`src/rtl/rot_pkg.sv`:
```
// Shared types and constants for the rotation finder and its rotate-right unit.
// Optional build macro used by rotation_finder: ROT_FINDER_PARALLEL_EN.
package rot_pkg;

  // Data width and rotation-amount width of the companion barrel rotator
  localparam int ROT_W  = 8;
  localparam int ROT_AW = 3;

  // Number of distinct candidate rotations searched
  localparam int ROT_N  = 1 << ROT_AW;

  // Direction encoding shared with the rotator's lr input
  localparam logic ROT_RIGHT = 1'b1;
  localparam logic ROT_LEFT  = 1'b0;

  // Search controller states
  typedef enum logic [1:0] {
    IDLE   = 2'd0,
    SEARCH = 2'd1,
    DONE   = 2'd2
  } rf_state_t;

  // Recovered rotation in the rotator's own terms
  typedef struct packed {
    logic              lr;
    logic [ROT_AW-1:0] amt;
  } rf_result_t;

  // Map a matching right-rotation candidate onto the shortest equivalent
  // rotation: up to half a turn stays a right rotation, beyond that it is
  // cheaper to express as a left rotation by the complementary amount.
  function automatic rf_result_t encode_candidate(input logic [ROT_AW-1:0] c);
    rf_result_t r;
    if (c <= 3'd4) begin
      r.lr  = ROT_RIGHT;
      r.amt = c;
    end else begin
      r.lr  = ROT_LEFT;
      r.amt = 3'd0 - c;
    end
    return r;
  endfunction

endpackage

```
`src/rtl/rotr_unit.sv`:
```
// Combinational rotate-right of a ROT_W-bit word by a ROT_AW-bit amount.
module rotr_unit
  import rot_pkg::*;
(
  input  logic [ROT_W-1:0]  data,
  input  logic [ROT_AW-1:0] amt,
  output logic [ROT_W-1:0]  result
);

  // Explicit per-amount wiring keeps every output bit a plain mux of inputs
  always_comb begin
    result = data;
    case (amt)
      3'd0: result = data;
      3'd1: result = {data[0],   data[7:1]};
      3'd2: result = {data[1:0], data[7:2]};
      3'd3: result = {data[2:0], data[7:3]};
      3'd4: result = {data[3:0], data[7:4]};
      3'd5: result = {data[4:0], data[7:5]};
      3'd6: result = {data[5:0], data[7:6]};
      3'd7: result = {data[6:0], data[7]};
    endcase
  end

endmodule

```
`src/rtl/rotation_finder.sv`:
```
// Recovers the rotation amount/direction relating an original byte to a rotated
// byte, using a start/done handshake.
// Build option: define ROT_FINDER_PARALLEL_EN to evaluate all eight candidates
// in a single SEARCH cycle; otherwise one candidate is tried per clock.
module rotation_finder
  import rot_pkg::*;
(
  input  logic              clk,
  input  logic              rst_n,
  input  logic              start,
  input  logic [ROT_W-1:0]  orig,
  input  logic [ROT_W-1:0]  rotated,
  output logic              busy,
  output logic              done,
  output logic              found,
  output logic [ROT_AW-1:0] amt,
  output logic              lr
);

  rf_state_t         state, state_next;
  logic [ROT_W-1:0]  orig_q, rotated_q;
  logic              hit;
  logic [ROT_AW-1:0] hit_c;
  logic              last;
  rf_result_t        enc;

  wire accept = (state == IDLE) && start;

`ifdef ROT_FINDER_PARALLEL_EN
  logic [ROT_W-1:0] cand [ROT_N];
  logic [ROT_N-1:0] match;

  for (genvar k = 0; k < ROT_N; k++) begin : g_cand
    rotr_unit u_rotr (
      .data   (orig_q),
      .amt    (ROT_AW'(k)),
      .result (cand[k])
    );
    assign match[k] = (cand[k] == rotated_q);
  end

  // Lowest matching candidate wins so periodic patterns report the minimum shift
  always_comb begin
    hit   = |match;
    hit_c = '0;
    for (int k = ROT_N - 1; k >= 0; k--) begin
      if (match[k]) hit_c = ROT_AW'(k);
    end
  end

  assign last = 1'b1;
`else
  logic [ROT_AW-1:0] c;
  logic [ROT_W-1:0]  cand;

  rotr_unit u_rotr (
    .data   (orig_q),
    .amt    (c),
    .result (cand)
  );

  assign hit   = (cand == rotated_q);
  assign hit_c = c;
  assign last  = (c == 3'(ROT_N - 1));

  // Candidate counter: restarts on an accepted start, advances on each miss
  always_ff @(posedge clk or negedge rst_n) begin
    if (!rst_n) begin
      c <= '0;
    end else if (accept) begin
      c <= '0;
    end else if ((state == SEARCH) && !hit && !last) begin
      c <= c + 3'd1;
    end
  end
`endif

  assign enc = encode_candidate(hit_c);

  // State register
  always_ff @(posedge clk or negedge rst_n) begin
    if (!rst_n) begin
      state <= IDLE;
    end else begin
      state <= state_next;
    end
  end

  // Next-state logic: a search ends on the first hit or after the last candidate
  always_comb begin
    state_next = state;
    case (state)
      IDLE:    if (start) state_next = SEARCH;
      SEARCH:  if (hit || last) state_next = DONE;
      DONE:    state_next = IDLE;
      default: state_next = IDLE;
    endcase
  end

  // Operand capture: later input changes cannot disturb a running search
  always_ff @(posedge clk or negedge rst_n) begin
    if (!rst_n) begin
      orig_q    <= '0;
      rotated_q <= '0;
    end else if (accept) begin
      orig_q    <= orig;
      rotated_q <= rotated;
    end
  end

  // Result registers: updated only when a search concludes, held otherwise
  always_ff @(posedge clk or negedge rst_n) begin
    if (!rst_n) begin
      found <= 1'b0;
      amt   <= '0;
      lr    <= ROT_LEFT;
    end else if (state == SEARCH) begin
      if (hit) begin
        found <= 1'b1;
        amt   <= enc.amt;
        lr    <= enc.lr;
      end else if (last) begin
        found <= 1'b0;
        amt   <= '0;
        lr    <= ROT_LEFT;
      end
    end
  end

  assign busy = (state == SEARCH);
  assign done = (state == DONE);

endmodule

```
`config.mk`:
```
export PLATFORM = sky130hd
export DESIGN_NAME = rotation_finder
export DESIGN_NICKNAME = d
export VERILOG_FILES = /design/src/rtl/rot_pkg.sv /design/src/rtl/rotr_unit.sv /design/src/rtl/rotation_finder.sv
export SDC_FILE = /design/constraint.sdc
export NUM_CORES = 1
export LEC_CHECK = 0
export ABC_CLOCK_PERIOD_IN_PS = 3020
export BUFFER_PORTS_ARGS = -buffer_cell sky130_fd_sc_hd__buf_2
export CORE_MARGIN = 1.5
export CORE_UTILIZATION = 50
export CTS_BUF_LIST = sky130_fd_sc_hd__clkbuf_8
export DETAILED_ROUTE_END_ITERATION = 10
export PLACE_DENSITY_LB_ADDON = 0.3
export SLEW_MARGIN = 20
export SYNTH_ARGS = -nofsm -noshare
export SYNTH_HDL_FRONTEND = slang
export SYNTH_HIERARCHICAL = 1
export SYNTH_SLANG_ARGS = --single-unit
export TNS_END_PERCENT = 1
```
`constraint.sdc`:
```
create_clock -name clk -period 3.02 [get_ports clk]
set_input_delay 0.302 -clock clk [delete_from_list [all_inputs] [get_ports clk]]
set_output_delay 0.302 -clock clk [all_outputs]
set_load 0.01 [all_outputs]
```
==> metrics.txt <==
footprint of the multi-input gates 1010 um^2; warnings from Yosys 6; worst path bufs/invs 0; run status complete, no violations; Num CTS Buffers 3; ys flop type dfrtp_1; GRT Util Overall 21.4%; critical path's slowest cell dfrtp_1; DR pass1 iterations 4; largest area contributor in the netlist dfrtp_1; hold_ws 0.0114 ns; maximum fanout along the worst path 19; Post-synth EDFFs 0; CTS tree built; HP Class in2async; fin worst setup slack 0.179 ns; CP endpoint kind register; initial antenna violation count 0; total congestion overflow 0; syn nets 232; Final Hold Fails 0; largest net degree at the start of global routing 27; top post-synthesis cells by area dfrtp_1 (36%), nand2_1 (12%), mux2i_1 (6.1%); worst reg2reg path depth 7; routed via count 1599; number of global-route vias before repair 1422; Setup Skew 0.00822 ns; DRT antenna net count 0; Max stage delay on crit path 0.75 ns; core footprint 3390 um^2; period utilisation layout 94.1%; final wirelength 4.02 mm; Rel. slew slack 57.2%; mean post-synth cell area 8.59 um^2; final setup TNS 0 ns; Startpoint Class register; cell with the most instances after synthesis nand2_1; crit path time final 2.84 ns; Power per Cell Area 1230 nW/um^2; Power, Total 2.44 mW; detail-routed net length per standard cell 14.5 um; Final Core Density 58.4%; proportion of layout cells with a drive suffix above 1 19.9%; Die Ht 63.1 um; layout net count 254; Starting Density 53.2%; hold_buf cts 0; pre-CTS WS 0.212 ns; GP Congestion 0.922; I/O pin count 26; count of different cell masters after synthesis 41; Tightest Pin Transition 0.642 ns; crit path cell chain mux4_2 > a21oi_1 > nor2_1 > xnor2_1 > nand4_2 > or2_0 > a311o_1; area grow syn2layout 9.64%; Reg2Reg Setup Slack 0.18 ns; Clk Latency, worst-skew pair 0.27 ns; Detailed Place HPWL 2.79 mm; first-pass GRT wire length 6.84 mm; r2r endpoint lr$_DFFE_PN0P_; DRT iter0 DRCs 94; row count 21; Residual DRC 0; count of final setup violators 0; full die area 3980 um^2; RSZ-0062 raised after global routing no; Clock Tree Buf Depth 2; CP Data Required Time 3.17 ns; Port Buffers 25; Achievable Freq 0.352 GHz; delay-heaviest family, CP flip-flops; R2R Path Start c[1]$_DFFE_PN0P_; Setup Fix Bufs, Post-CTS 0; flops & latches, synth 26; worst endpoint data arrival time 2.99 ns; Via density 5.77; Mapped Area 1800 um^2; post_cts resized 0; Final Max Tran Viols 0; Synth Instances 210; sequential fraction of the synthesis area 36.1%; clock root cell clkbuf_8; P_leak 0.904 nW; Synth top cells by count nand2_1 (58), dfrtp_1 (26), mux2i_1 (11); Max Cap Violations 0; Post-synth ARST share 100%; die width 63.1 um; CTS clk-pin slew, worst paths 0.09 ns; Clock H-tree levels 1; CTS sink count 26; ant diodes 0; WS Path Type reg2reg; share of the synthesized area in the top cell type 36.1%; number of fillers in the final layout 296; maximum VDD drop 0.513 mV; Reg area 651 um^2
[per-stage QoR]
step,instances,cell area [um^2]
final,277,1980
after global routing,277,1980
after CTS,277,1980
after detailed placement,273,1920
after global placement,273,1920
after floorplan,210,1800
[where the power goes]
part	internal, mW	switching, mW	leakage [nW]
combinational	0.692	0.738	0.563
clock	0.116	0.108	0.0288
sequential	0.500	0.288	0.312
total	1.31	1.13	0.904
[layout by cell type (no fill, tap or decap), drive strengths merged, types with 5 or more instances in the layout]
cell and n:
nor2 11, and2 5, nor2b 5, mux2i 11, xnor2 8, a211oi 7, buf 32, nand2 58
a21oi 8, o21ai 8, inv 6, dfrtp 26
[cells by family (layout without fill, tap and decap cells)]
group	count (synthesis)	after routing	synth area share [%]
simple gates	95	95	24.5
compound gates	42	42	16.6
flops	26	26	36.1
buf+inv	21	42	7.70
mux	15	15	9.22
xor+xnor	8	8	3.88
fa+ha+maj	3	3	2.08
[flip-flops by register name (all words and copies together) (netlist names)]
signal	cells
amt	3
state	2
c	3
found	1
orig_q	8
rotated_q	8
lr	1
[routing by layer]
metal  GRT usage, %  up-vias  wire length [um]
li1               -      769                 -
met1           30.4      733              1760
met2           34.0       90              1850
met3           3.04        7               351
met4           6.39        0                54
met5              0        -                 0
[worst reg2reg max path: stages (launching register included)]
cell and delay [ns]:
dfrtp_1 0.75, mux4_2 0.59, a21oi_1 0.17, nor2_1 0.08, xnor2_1 0.17, nand4_2 0.19, or2_0 0.38, a311o_1 0.40
[worst max-delay path by stage]
stage	from	to	cells after the start
finish	c[1]$_DFFE_PN0P_	lr$_DFFE_PN0P_	7
global route	c[1]$_DFFE_PN0P_	lr$_DFFE_PN0P_	8
CTS	c[0]$_DFFE_PN0P_	amt[0]$_DFFE_PN0P_	8
detailed placement	c[0]$_DFFE_PN0P_	amt[0]$_DFFE_PN0P_	8
global placement	c[0]$_DFFE_PN0P_	amt[1]$_DFFE_PN0P_	8
floorplan	c[2]$_DFFE_PN0P_	c[1]$_DFFE_PN0P_	8
[layout make-up]
class                   count  share of cell area (%)
clock buffers               4                    2.78
inverters                   6                    1.14
multi-input cells         163                    51.3
flip-flops and latches     26                    32.9
well taps                  46                    2.91
repair buffers             32                    8.98
Power figures use the tool's default switching activity.
